--- src/rtl/filter_seq_pkg.sv ---
// Shared types and constants for the filter frame sequencer.
package filter_seq_pkg;

    localparam int DEF_H_PIX = 640;
    localparam int DEF_V_PIX = 480;
    localparam int TOTAL_PIX = DEF_H_PIX * DEF_V_PIX;

    // Filter codes understood by the colour-filter core
    typedef enum logic [3:0] {
        MODE_PASS      = 4'b0001,
        MODE_GRAY      = 4'b0010,
        MODE_MELT      = 4'b0011,
        MODE_FREEZE    = 4'b0100,
        MODE_NOSTALGIC = 4'b0101,
        MODE_REVERSE   = 4'b0110
    } mode_e;

    typedef enum logic [1:0] {
        ST_IDLE,
        ST_RUN,
        ST_DRAIN,
        ST_DONE
    } seq_state_e;

    // True when the code names a filter the core implements
    function automatic logic mode_legal(input logic [3:0] m);
        return (m >= MODE_PASS) && (m <= MODE_REVERSE);
    endfunction

endpackage

--- src/rtl/pixel_pipe_delay.sv ---
// Valid + address delay line with a common stall enable.
// vld_o exposes every stage so the owner can tell when the line is empty.
module pixel_pipe_delay #(
    parameter int DEPTH  = 1,
    parameter int ADDR_W = 19
) (
    input  logic              clk,
    input  logic              rst,
    input  logic              en_i,
    input  logic              vld_i,
    input  logic [ADDR_W-1:0] addr_i,
    output logic [DEPTH-1:0]  vld_o,
    output logic [ADDR_W-1:0] addr_o
);

    logic [DEPTH-1:0]             vld_q;
    logic [DEPTH-1:0][ADDR_W-1:0] addr_q;

    // Shift one stage per enabled cycle; everything holds when en_i is low
    always_ff @(posedge clk) begin
        if (rst) begin
            vld_q  <= '0;
            addr_q <= '0;
        end else if (en_i) begin
            vld_q[0]  <= vld_i;
            addr_q[0] <= addr_i;
            for (int i = 1; i < DEPTH; i++) begin
                vld_q[i]  <= vld_q[i-1];
                addr_q[i] <= addr_q[i-1];
            end
        end
    end

    assign vld_o  = vld_q;
    assign addr_o = addr_q[DEPTH-1];

endmodule

--- src/rtl/filter_frame_sequencer.sv ---
// Walks one frame of source pixels through the colour-filter core and
// produces the aligned destination write strobe/address.
// FILTER_SEQ_CONTINUOUS_EN: when defined, frames loop back-to-back after the
// first start instead of returning to IDLE.
module filter_frame_sequencer
    import filter_seq_pkg::*;
#(
    parameter int H_PIX    = DEF_H_PIX,
    parameter int V_PIX    = DEF_V_PIX,
    parameter int ADDR_W   = 19,
    parameter int MEM_LAT  = 1,
    parameter int CORE_LAT = 1
) (
    input  logic              clk,
    input  logic              rst,
    input  logic [3:0]        mode_req,
    input  logic              mode_req_valid,
    input  logic              start,
    input  logic              stall,
    output logic [ADDR_W-1:0] src_addr,
    output logic [3:0]        core_mode,
    output logic [ADDR_W-1:0] core_addr,
    output logic [ADDR_W-1:0] dst_addr,
    output logic              dst_we,
    output logic              busy,
    output logic              done,
    output logic [7:0]        frame_count
);

    localparam int                TOTAL     = H_PIX * V_PIX;
    localparam int                DEPTH     = MEM_LAT + CORE_LAT;
    localparam logic [ADDR_W-1:0] LAST_ADDR = ADDR_W'(TOTAL - 1);

    seq_state_e        state_q, state_d;
    logic [ADDR_W-1:0] src_addr_q, src_addr_d;
    logic [3:0]        pending_q, pending_d;
    logic [3:0]        active_q, active_d;
    logic [7:0]        frame_count_q, frame_count_d;
    logic [3:0]        req_mode;
    logic              issue;
    logic              pipe_idle;
    logic [MEM_LAT-1:0] core_vld;
    logic [DEPTH-1:0]   dst_vld;

    // Unknown codes fall back to pass-through so the core never sees junk
    assign req_mode = mode_legal(mode_req) ? mode_req : MODE_PASS;

    // Frame FSM, address walker and mode latch. Mode requests are captured even
    // while stalled so a one-cycle strobe is never lost; everything else holds.
    // The newest request wins when it coincides with the frame start, hence
    // active takes pending_d rather than pending_q.
    always_comb begin
        state_d       = state_q;
        src_addr_d    = src_addr_q;
        active_d      = active_q;
        frame_count_d = frame_count_q;
        pending_d     = mode_req_valid ? req_mode : pending_q;
        issue         = 1'b0;
        done          = 1'b0;
        if (!stall) begin
            unique case (state_q)
                ST_IDLE: begin
                    if (start) begin
                        state_d    = ST_RUN;
                        src_addr_d = '0;
                        active_d   = pending_d;
                    end
                end
                ST_RUN: begin
                    issue = 1'b1;
                    if (src_addr_q == LAST_ADDR) begin
                        state_d = ST_DRAIN;
                    end else begin
                        src_addr_d = src_addr_q + ADDR_W'(1);
                    end
                end
                ST_DRAIN: begin
                    if (pipe_idle) state_d = ST_DONE;
                end
                ST_DONE: begin
                    done          = 1'b1;
                    frame_count_d = frame_count_q + 8'd1;
`ifdef FILTER_SEQ_CONTINUOUS_EN
                    state_d    = ST_RUN;
                    src_addr_d = '0;
                    active_d   = pending_d;
`else
                    state_d    = ST_IDLE;
`endif
                end
                default: state_d = ST_IDLE;
            endcase
        end
    end

    // Sequencer state registers
    always_ff @(posedge clk) begin
        if (rst) begin
            state_q       <= ST_IDLE;
            src_addr_q    <= '0;
            pending_q     <= MODE_PASS;
            active_q      <= MODE_PASS;
            frame_count_q <= '0;
        end else begin
            state_q       <= state_d;
            src_addr_q    <= src_addr_d;
            pending_q     <= pending_d;
            active_q      <= active_d;
            frame_count_q <= frame_count_d;
        end
    end

    // Address as seen by the core, one memory latency after issue
    pixel_pipe_delay #(.DEPTH(MEM_LAT), .ADDR_W(ADDR_W)) u_core_dly (
        .clk    (clk),
        .rst    (rst),
        .en_i   (!stall),
        .vld_i  (issue),
        .addr_i (src_addr_q),
        .vld_o  (core_vld),
        .addr_o (core_addr)
    );

    // Address/valid aligned with the core's filtered output
    pixel_pipe_delay #(.DEPTH(DEPTH), .ADDR_W(ADDR_W)) u_dst_dly (
        .clk    (clk),
        .rst    (rst),
        .en_i   (!stall),
        .vld_i  (issue),
        .addr_i (src_addr_q),
        .vld_o  (dst_vld),
        .addr_o (dst_addr)
    );

    assign pipe_idle   = ~|core_vld && ~|dst_vld;
    assign dst_we      = dst_vld[DEPTH-1] && !stall;
    assign busy        = (state_q == ST_RUN) || (state_q == ST_DRAIN);
    assign src_addr    = src_addr_q;
    assign core_mode   = active_q;
    assign frame_count = frame_count_q;

endmodule

--- config.mk ---
export PLATFORM = sky130hd
export DESIGN_NAME = filter_frame_sequencer
export DESIGN_NICKNAME = d
export VERILOG_FILES = /design/src/rtl/filter_seq_pkg.sv /design/src/rtl/pixel_pipe_delay.sv /design/src/rtl/filter_frame_sequencer.sv
export SDC_FILE = /design/constraint.sdc
export NUM_CORES = 1
export LEC_CHECK = 0
export ABC_CLOCK_PERIOD_IN_PS = 1950
export CAP_MARGIN = 20
export CORE_ASPECT_RATIO = 0.7
export CORE_MARGIN = 1.5
export CORE_UTILIZATION = 25
export DETAILED_ROUTE_END_ITERATION = 10
export PLACE_DENSITY = 0.43
export SETUP_SLACK_MARGIN = 0.1
export SYNTH_ARGS = -nofsm -noshare
export SYNTH_HDL_FRONTEND = slang
export SYNTH_HIERARCHICAL = 1
export SYNTH_SLANG_ARGS = --single-unit
--- constraint.sdc ---
create_clock -name clk -period 1.95 [get_ports clk]
set_clock_uncertainty 0.1 [all_clocks]
set_input_delay 0.4875 -clock clk [delete_from_list [all_inputs] [get_ports clk]]
set_output_delay 0.4875 -clock clk [all_outputs]
set_load 0.005 [all_outputs]
==> impl_metrics.py, run 1 <==
metrics = {
    "cts": {
        "numClockSinks": 97,
        "hold_buffers": 0,
        "cts_tree": "built",
        "cts_htree_levels": 3,
        "clkTransAtPathRegs_ps": 70,
        "root_buffer": "clkbuf_16",
        "cts_buffers": 9,
        "clockBufferDepth": 2,
        "clock_latency_ps": 350,
    },
    "synthesis": {
        "synth_ff_type": "dfxtp_1",
        "syn_area_per_cell_um2": 9.62,
        "syn_inst": 444,
        "syn_area_um2": 4270,
        "synth_warnings": 6,
        "ys_types": 50,
        "syn-num-nets": 460,
        "yosysSeqAreaShare": 0.455,
        "synth_edf_count": 0,
        "async_reset_ff_frac": 0,
        "ys_ff_latch": 97,
    },
    "final_layout": {
        "most-common-layout-cells": "82 x nor2_1, 68 x dfxtp_1, 65 x mux2i_1",
        "fillers": 1671,
        "area_delta_synth_final_pct": 48.2,
        "postLayoutCoreUtil": 0.384,
        "drive_above_1_share": 0.308,
        "multi_input_area_um2": 2140,
        "nNetsFinal": 595,
        "ff_latch_area_um2": 1990,
        "antennaDiodeCount": 0,
        "layout_commonest_cell": "nor2_1",
    },
    "setup_path": {
        "start_kind": "register",
        "required_ps": 1360,
        "r2r_slack_ps": 90,
        "worstReg2RegEnd": "src_addr[6]",
        "worstPathCellList": "buf_4 > ha_1 > nor2b_2 > clkbuf_2",
        "critical_path_class": "reg2out",
        "reg2regPathDepth": 8,
        "cp_max_fo": 3,
        "cp_slowest_stage_delay_ps": 370,
        "cp_num_buf_inv": 2,
        "cp_slowest_cell": "dfxtp_4",
        "setup.worst_path.end_class": "output pin",
        "path_delay_family": "flip-flops",
        "critPathArrivalTime_ps": 1290,
        "r2r-start": "src_addr[13]",
    },
    "global_routing": {
        "met3_usage": 0.0347,
        "grt_pass1_vias": 3408,
        "met2_usage": 0.200,
        "met1_usage": 0.175,
        "overflow": 0,
        "grt_max_degree": 61,
        "grt-busiest-layer": "met2",
        "track_usage": 0.129,
        "grt_pass1_wl_um": 18100,
        "grt_antenna_before_repair": 0,
    },
    "die": {
        "rows": 39,
        "initial_core_util": 0.259,
        "die_area_um2": 17900,
        "core-area_um2": 16500,
        "dieHeight_um": 112,
        "pin_count": 81,
        "die_x_um": 159,
    },
    "power_and_ir_drop": {
        "switching_share": 0.258,
        "seqPwrFrac": 0.469,
        "switchingPower_w": 0.00111,
        "p_comb_frac": 0.128,
        "p_int_w": 0.00318,
        "p_leak_nw": 2.69,
        "cellPowerDensity_nw_per_um2": 677,
        "ir_worst_vdd_v": 0.000361,
        "power.share.clock": 0.403,
    },
    "place": {
        "hpwl_um": 7510,
        "io_buffer_count": 80,
        "gp_congestion": 0.770,
    },
    "detailed_routing": {
        "ant_nets": 0,
        "drc": 0,
        "first_iter_violations": 202,
        "wire_per_inst_um": 14.1,
        "firstDrtPassIters": 4,
        "viasPerCell": 4.41,
        "vias": 3570,
        "totalWireLength_um": 11400,
    },
    "sta": {
        "fin_crit_ps": 1870,
        "rsz0062_at_grt": "yes",
        "max_freq_mhz": 534,
        "setup-tns-final_ps": 0,
        "period_share": 0.960,
        "worstMarginPinSlew_ps": 459,
        "slew_headroom": 0.694,
        "slew_viol_final": 0,
        "hold_slack_ps": 365,
        "setup_viol": 0,
        "hold_viol_final": 0,
    },
    "min_path": {
        "hold_depth": 1,
        "hp-start": "core_mode[0]",
        "holdCritPathClass": "reg2reg",
        "hold_end": "core_mode[0]",
    },
    "run": {
        "maxCapViolCount": 0,
    },
    "status": {
        "status": "completed",
    },
}
through the flow:
step / cell area [µm²] / instances / power, W / setup slack [ps]
after floorplan: 4290 / 444 / 0.00231 / 62.2
after global placement: 5550 / 770 / 0.00251 / -398
after detailed placement: 5550 / 770 / 0.00252 / -504
after CTS: 6160 / 807 / 0.00432 / -7.14
after global routing: 6330 / 809 / 0.00449 / 16.5
final: 6330 / 809 / 0.00429 / 77.1
cell type report:
| cell class | instances | area share |
|---|---|---|
| clock buffer | 10 | 0.0378 |
| clock inverter | 6 | 0.00791 |
| inverter | 12 | 0.00811 |
| multi-input combinational | 291 | 0.339 |
| sequential | 97 | 0.315 |
| tap | 225 | 0.0445 |
| timing repair buffer | 168 | 0.248 |
metal layers:
metal,vias to the layer above,wire length (µm)
met5,-,0
met4,0,127
met3,12,500
met2,67,5080
met1,1695,5740
li1,1796,-
how the worst max path moves through the flow:
stage / cells past startpoint / from / slack (ps) / to
5_1_grt: 9 / state_q[1] / 20 / src_addr[17]
6_report: 4 / state_q[0] / 80 / done
4_1_cts: 4 / state_q[0] / -7 / done
2_1_floorplan: 8 / src_addr[1] / 60 / src_addr[17]
3_5_place_dp: 6 / stall / -500 / src_addr[8]
3_3_place_gp: 3 / stall / -400 / done
kinds of logic (layout without fill, tap and decap cells):
kind of cell / after synthesis / in the layout / synth area share
buffers and inverters: 56 / 196 / 0.0923
AND/OR/NAND/NOR: 152 / 152 / 0.166
adder cells (fa/ha/maj): 7 / 7 / 0.0205
XOR/XNOR: 5 / 5 / 0.0103
flip-flops: 97 / 97 / 0.455
AO/OA/AOI/OAI: 62 / 62 / 0.104
multiplexers: 65 / 65 / 0.152
timing repair:
item / in CTS / in global routing
setup buffers: 22 / 4
gates resized for setup: 94 / 50
endpoints found under the hold margin: 0 / 0
setup endpoints to repair: 51 / 36
pin swaps: 14 / 14
cell usage after synthesis, drive strengths merged (7+ instances only):
| master | n | area share |
|---|---|---|
| buf | 31 | 0.070 |
| dfxtp | 97 | 0.45 |
| o21ai | 11 | 0.013 |
| ha | 7 | 0.021 |
| a21oi | 22 | 0.029 |
| nand2 | 17 | 0.015 |
| clkbuf | 13 | 0.011 |
| inv | 12 | 0.011 |
| nand3 | 11 | 0.013 |
| nand4 | 8 | 0.013 |
| nor2 | 84 | 0.074 |
| mux2i | 65 | 0.15 |
registers in the layout, summed over array words and instances (netlist names):
| name | count |
|---|---|
| u_dst_dly/vld_o | 2 |
| u_dst_dly/addr_o | 19 |
| src_addr | 19 |
| u_core_dly/vld_o | 1 |
| core_mode | 4 |
| frame_count | 8 |
| u_core_dly/addr_o | 19 |
| pending_q | 4 |
| u_dst_dly/addr_q | 19 |
| state_q | 2 |
worst register-to-register path: cells and delay by family, from the launching register on:
kind / cells / cell delay, ps
AOI/OAI and AO/OA: 3 / 590
DFF: 1 / 330
and+or+nand+nor: 2 / 380
buffers and inverters: 3 / 380
power by group through the flow:
| stage | Combinational (W) | Clock, W | Sequential, W |
|---|---|---|---|
| floorplan | 0.000254 | 0 | 0.00206 |
| global placement | 0.000460 | 0 | 0.00205 |
| detailed placement | 0.000465 | 0 | 0.00205 |
| CTS | 0.000512 | 0.00180 | 0.00201 |
| global route | 0.000598 | 0.00188 | 0.00201 |
| finish | 0.000550 | 0.00173 | 0.00201 |
No activity file was read; power rests on OpenSTA's default activity.
==> run 2: changes to the inputs <==
- MAX_ROUTING_LAYER: not set -> met4
==> run 2 against run 1 <==
Compared with the run above:
- first-iteration DRC count rose by 0.50%
- register-to-register slack improved by 20 ps
- utilization shrank 0.12 points
- highest routed layer unchanged
==> impl_metrics.py, run 2 (synthesis results as in run 1) <==
metrics = {
    "status": {
        "status": "completed",
    },
    "sta": {
        "setup-tns-final_ps": 0,
        "slew_viol_final": 0,
        "period_share": 0.960,
        "rsz0062_at_grt": "yes",
        "setup_ws_ps": 77.9,
        "fin_crit_ps": 1870,
        "max_freq_mhz": 534,
        "slew_headroom": 0.693,
        "hold_viol_final": 0,
        "worstMarginPinSlew_ps": 461,
        "setup_viol": 0,
        "hold_slack_ps": 365,
    },
    "power_and_ir_drop": {
        "p_leak_nw": 2.68,
        "switchingPower_w": 0.00110,
        "ir_worst_vdd_v": 0.000359,
        "p_int_w": 0.00317,
        "p_comb_frac": 0.126,
        "seqPwrFrac": 0.470,
        "power.share.clock": 0.404,
        "cellPowerDensity_nw_per_um2": 678,
        "switching_share": 0.258,
    },
    "die": {
        "initial_core_util": 0.259,
        "die_x_um": 159,
        "core-area_um2": 16500,
        "pin_count": 81,
        "rows": 39,
        "die_area_um2": 17900,
        "dieHeight_um": 112,
    },
    "final_layout": {
        "most-common-layout-cells": "83 x nor2_1, 68 x dfxtp_1, 65 x mux2i_1",
        "fillers": 1678,
        "final_cells": 807,
        "drive_above_1_share": 0.306,
        "antennaDiodeCount": 0,
        "layout_commonest_cell": "nor2_1",
        "area_delta_synth_final_pct": 47.7,
        "nNetsFinal": 593,
    },
    "setup_path": {
        "path_delay_family": "flip-flops",
        "cp_slowest_cell": "dfxtp_4",
        "cp_slowest_stage_delay_ps": 370,
        "cp_num_buf_inv": 2,
        "cp_max_fo": 3,
        "start_kind": "register",
        "setup.worst_path.end_class": "output pin",
        "critPathArrivalTime_ps": 1280,
        "worstPathCellList": "buf_4 > ha_1 > nor2b_2 > clkbuf_2",
        "required_ps": 1360,
        "critical_path_class": "reg2out",
    },
    "cts": {
        "cts_htree_levels": 3,
        "clockBufferDepth": 2,
        "root_buffer": "clkbuf_16",
        "cts_buffers": 9,
        "cts_tree": "built",
        "clkTransAtPathRegs_ps": 70,
        "clock_latency_ps": 350,
        "numClockSinks": 97,
    },
    "detailed_routing": {
        "wire_per_inst_um": 14.2,
        "first_iter_violations": 203,
        "firstDrtPassIters": 4,
        "vias": 3568,
        "drc": 0,
        "viasPerCell": 4.42,
        "ant_nets": 0,
        "totalWireLength_um": 11400,
    },
    "global_routing": {
        "grt-busiest-layer": "met2",
        "grt_pass1_wl_um": 18200,
        "met2_usage": 0.200,
        "grt_antenna_before_repair": 0,
        "met1_usage": 0.176,
        "grt_max_degree": 61,
        "met3_usage": 0.0333,
        "track_usage": 0.133,
        "grt_pass1_vias": 3410,
        "overflow": 0,
    },
    "place": {
        "io_buffer_count": 80,
        "gp_congestion": 0.781,
        "place_inst": 770,
        "hpwl_um": 7510,
        "place_ws_ps": -504,
    },
    "run": {
        "maxCapViolCount": 0,
    },
    "min_path": {
        "holdCritPathClass": "reg2reg",
    },
}
==> run 2: layout make-up <==
cell class	count	area (µm²)	share of cell area
Multi-Input combinational cell	291	2150	0.340
Sequential cell	97	1990	0.316
Timing Repair Buffer	166	1550	0.245
Tap cell	225	282	0.0446
Clock buffer	10	239	0.0379
Inverter	12	51.3	0.00813
Clock inverter	6	50.0	0.00794
==> run 2: path summary, 6_finish.rpt <==
check,startpoint,end,cells past startpoint,slack (ps)
max,state_q[0],done,4,80
min,core_mode[0],core_mode[0],1,360
max reg2reg,src_addr[11],src_addr[17],7,110
min reg2reg,core_mode[0],core_mode[0],1,360
==> run 2: repair_timing <==
action,CTS,global route
endpoints found under the hold margin,0,0
setup endpoints to repair,51,36
pin swaps,14,14
resized for setup,94,49
hold buffers,0,0
buffers inserted,22,2
==> run 2: through the flow <==
stage	util	power [W]	cell area [µm²]
3_3_place_gp	0.337	0.00251	5550
3_5_place_dp	0.337	0.00252	5550
6_report	0.382	0.00427	6310
5_1_grt	0.382	0.00448	6310
2_1_floorplan	-	0.00231	4290
4_1_cts	0.374	0.00432	6160
==> run 2: routing by layer <==
metal  part of all wire  wire [µm]  vias up
met2               0.44       5040       78
met3              0.047        535       13
met4              0.013        152        0
met5                  0          0        -
met1               0.50       5690     1684
li1                   -          -     1793
==> run 2: power by group through the flow <==
stage                     registers [W]  logic [W]  clock network, W
after detailed placement        0.00205   0.000465                 0
after CTS                       0.00201   0.000512           0.00180
after global placement          0.00205   0.000460                 0
final                           0.00201   0.000540           0.00173
after floorplan                 0.00206   0.000254                 0
after global routing            0.00201   0.000591           0.00188
==> run 3: changes to the inputs <==
- PLACE_DENSITY: 0.43 -> 0.44
- SYNTH_HIERARCHICAL: 1 -> not set
==> run 3 against run 2 <==
Compared with the run above:
- clock power fell by 6%
- sequential cell count fell by 20
- via count fell by 12%
- count of clock-buffer cells in the layout rose by 2
- non-clock buffer count fell by 30
- first-iteration DRC count fell by 17%
- critical path type unchanged
- highest routed layer unchanged
- register-to-register slack improved by 70 ps
==> impl_metrics.py, run 3 <==
metrics = {
    "status": {
        "status": "completed",
    },
    "global_routing": {
        "met2_usage": 0.211,
        "met3_usage": 0.0371,
        "grt_max_degree": 39,
        "grt_pass1_vias": 3042,
        "grt_pass1_wl_um": 16000,
        "track_usage": 0.149,
        "grt-busiest-layer": "met2",
        "met1_usage": 0.207,
        "grt_antenna_before_repair": 0,
        "overflow": 0,
    },
    "sta": {
        "setup_viol": 0,
        "rsz0062_at_grt": "yes",
        "worstMarginPinSlew_ps": 652,
        "hold_viol_final": 0,
        "setup-tns-final_ps": 0,
        "period_share": 0.931,
        "slew_viol_final": 0,
        "max_freq_mhz": 551,
        "fin_crit_ps": 1820,
        "slew_headroom": 0.565,
    },
    "final_layout": {
        "nNetsFinal": 507,
        "drive_above_1_share": 0.247,
        "most-common-layout-cells": "58 x nor2_1, 57 x clkdlybuf4s50_1, 52 x buf_4",
        "final_cells": 679,
        "layout_commonest_cell": "nor2_1",
        "area_delta_synth_final_pct": 51.7,
        "final_area_um2": 5180,
        "antennaDiodeCount": 0,
        "ff_latch_area_um2": 1590,
        "fillers": 1336,
        "multi_input_area_um2": 1800,
    },
    "cts": {
        "clkTransAtPathRegs_ps": 60,
        "numClockSinks": 77,
        "root_buffer": "clkbuf_16",
        "cts_htree_levels": 3,
        "hold_buffers": 0,
        "cts_buffers": 9,
        "clockBufferDepth": 2,
        "clock_latency_ps": 340,
        "cts_tree": "built",
    },
    "power_and_ir_drop": {
        "power.share.clock": 0.455,
        "p_leak_nw": 2.18,
        "p_int_w": 0.00275,
        "seqPwrFrac": 0.447,
        "switchingPower_w": 0.000818,
        "ir_worst_vdd_v": 0.000417,
        "cellPowerDensity_nw_per_um2": 689,
        "p_comb_frac": 0.098,
        "switching_share": 0.229,
    },
    "place": {
        "gp_congestion": 0.826,
        "io_buffer_count": 80,
        "dpl_cell_area_um2": 4720,
        "hpwl_um": 7160,
        "place_inst": 658,
    },
    "die": {
        "initial_core_util": 0.258,
        "die_area_um2": 14400,
        "rows": 35,
        "pin_count": 81,
        "die_x_um": 143,
        "dieHeight_um": 101,
        "core-area_um2": 13200,
    },
    "setup_path": {
        "setup.worst_path.end_class": "output pin",
        "cp_max_fo": 3,
        "critPathArrivalTime_ps": 1230,
        "worstPathCellList": "clkdlybuf4s50_1",
        "cp_num_buf_inv": 1,
        "required_ps": 1360,
        "cp_slowest_stage_delay_ps": 520,
        "path_delay_family": "buffers and inverters",
        "start_kind": "register",
        "critical_path_class": "reg2out",
        "cp_slowest_cell": "clkdlybuf4s50_1",
    },
    "synthesis": {
        "ys_ff_latch": 77,
        "synth_top_cell_area_share": 0.452,
        "synth_most_common_cell": "dfxtp_1",
        "yosysSeqAreaShare": 0.452,
        "syn_inst": 366,
        "synth_warnings": 0,
        "syn_area_um2": 3410,
        "synth_top_area_cell": "dfxtp_1",
        "synth_edf_count": 0,
        "synth_ff_type": "dfxtp_1",
        "async_reset_ff_frac": 0,
        "synth_common_cells": "77 x dfxtp_1, 59 x nor2_1, 41 x mux2i_1",
        "ys_top_cells_by_area": "dfxtp_1 45%, mux2i_1 12%, nor2_1 6.5%, ha_1 2.6%, a311oi_1 2.3%",
        "syn-num-nets": 382,
        "syn_area_per_cell_um2": 9.33,
        "ys_types": 56,
    },
    "run": {
        "maxCapViolCount": 0,
    },
    "detailed_routing": {
        "vias": 3143,
        "firstDrtPassIters": 5,
        "wire_per_inst_um": 14.7,
        "drc": 0,
        "first_iter_violations": 168,
        "totalWireLength_um": 9960,
        "viasPerCell": 4.63,
        "ant_nets": 0,
    },
    "min_path": {
        "holdCritPathClass": "reg2reg",
    },
}
[run 3: final timing paths]
| kind | from | to | slack (ps) | cells after the start |
|---|---|---|---|---|
| worst max-delay path | u_core_dly.addr_o[13] | core_addr[13] | 130 | 1 |
| worst min-delay path | pending_q[3] | core_mode[3] | 380 | 2 |
| worst max register to register | src_addr[5] | src_addr[17] | 180 | 5 |
| worst min register to register | pending_q[3] | core_mode[3] | 380 | 2 |
[run 3: power groups by stage]
stage / combinational (W) / sequential [W] / clock [W]
2_1_floorplan: 0.000191 / 0.00163 / 0
3_3_place_gp: 0.000337 / 0.00163 / 0
3_5_place_dp: 0.000340 / 0.00163 / 0
4_1_cts: 0.000350 / 0.00160 / 0.00169
5_1_grt: 0.000382 / 0.00160 / 0.00175
6_report: 0.000349 / 0.00159 / 0.00162
[run 3: metal layers]
| metal | vias up | share of wire |
|---|---|---|
| met4 | 0 | 0.011 |
| met3 | 11 | 0.059 |
| met1 | 1463 | 0.52 |
| met5 | - | 0 |
| li1 | 1570 | - |
| met2 | 99 | 0.41 |
[run 3: layout make-up]
cell class                 count  share of cell area
multi-input combinational    255               0.348
sequential                    77               0.306
timing repair buffer         136               0.238
clock buffer                  12              0.0476
tap                          185              0.0447
inverter                      12             0.00870
clock inverter                 2             0.00676
[run 3: logic make-up (layout without fill, tap and decap cells)]
group,count (synthesis),in the layout,share of synthesized area
fa+ha+maj,7,7,0.0257
xor+xnor,7,7,0.0180
compound gates,68,68,0.150
mux,42,42,0.124
simple gates,131,131,0.189
flops,77,77,0.452
buf+inv,34,162,0.0425
[run 3: through the flow]
step	util	setup WS [ps]	hold slack, ps	total power [W]
finish	0.392	135	379	0.00357
floorplan	-	171	352	0.00182
detailed placement	0.357	-171	372	0.00197
global route	0.392	88.9	406	0.00373
CTS	0.387	78.0	383	0.00363
global placement	0.357	-120	366	0.00197
[run 3: repair_timing]
action / 4_1_cts / 5_1_grt
buffers inserted: 7 / 0
endpoints found under the hold margin: 0 / 0
pin swaps: 2 / 2
resized for setup: 51 / 23
setup endpoints to repair: 37 / 26
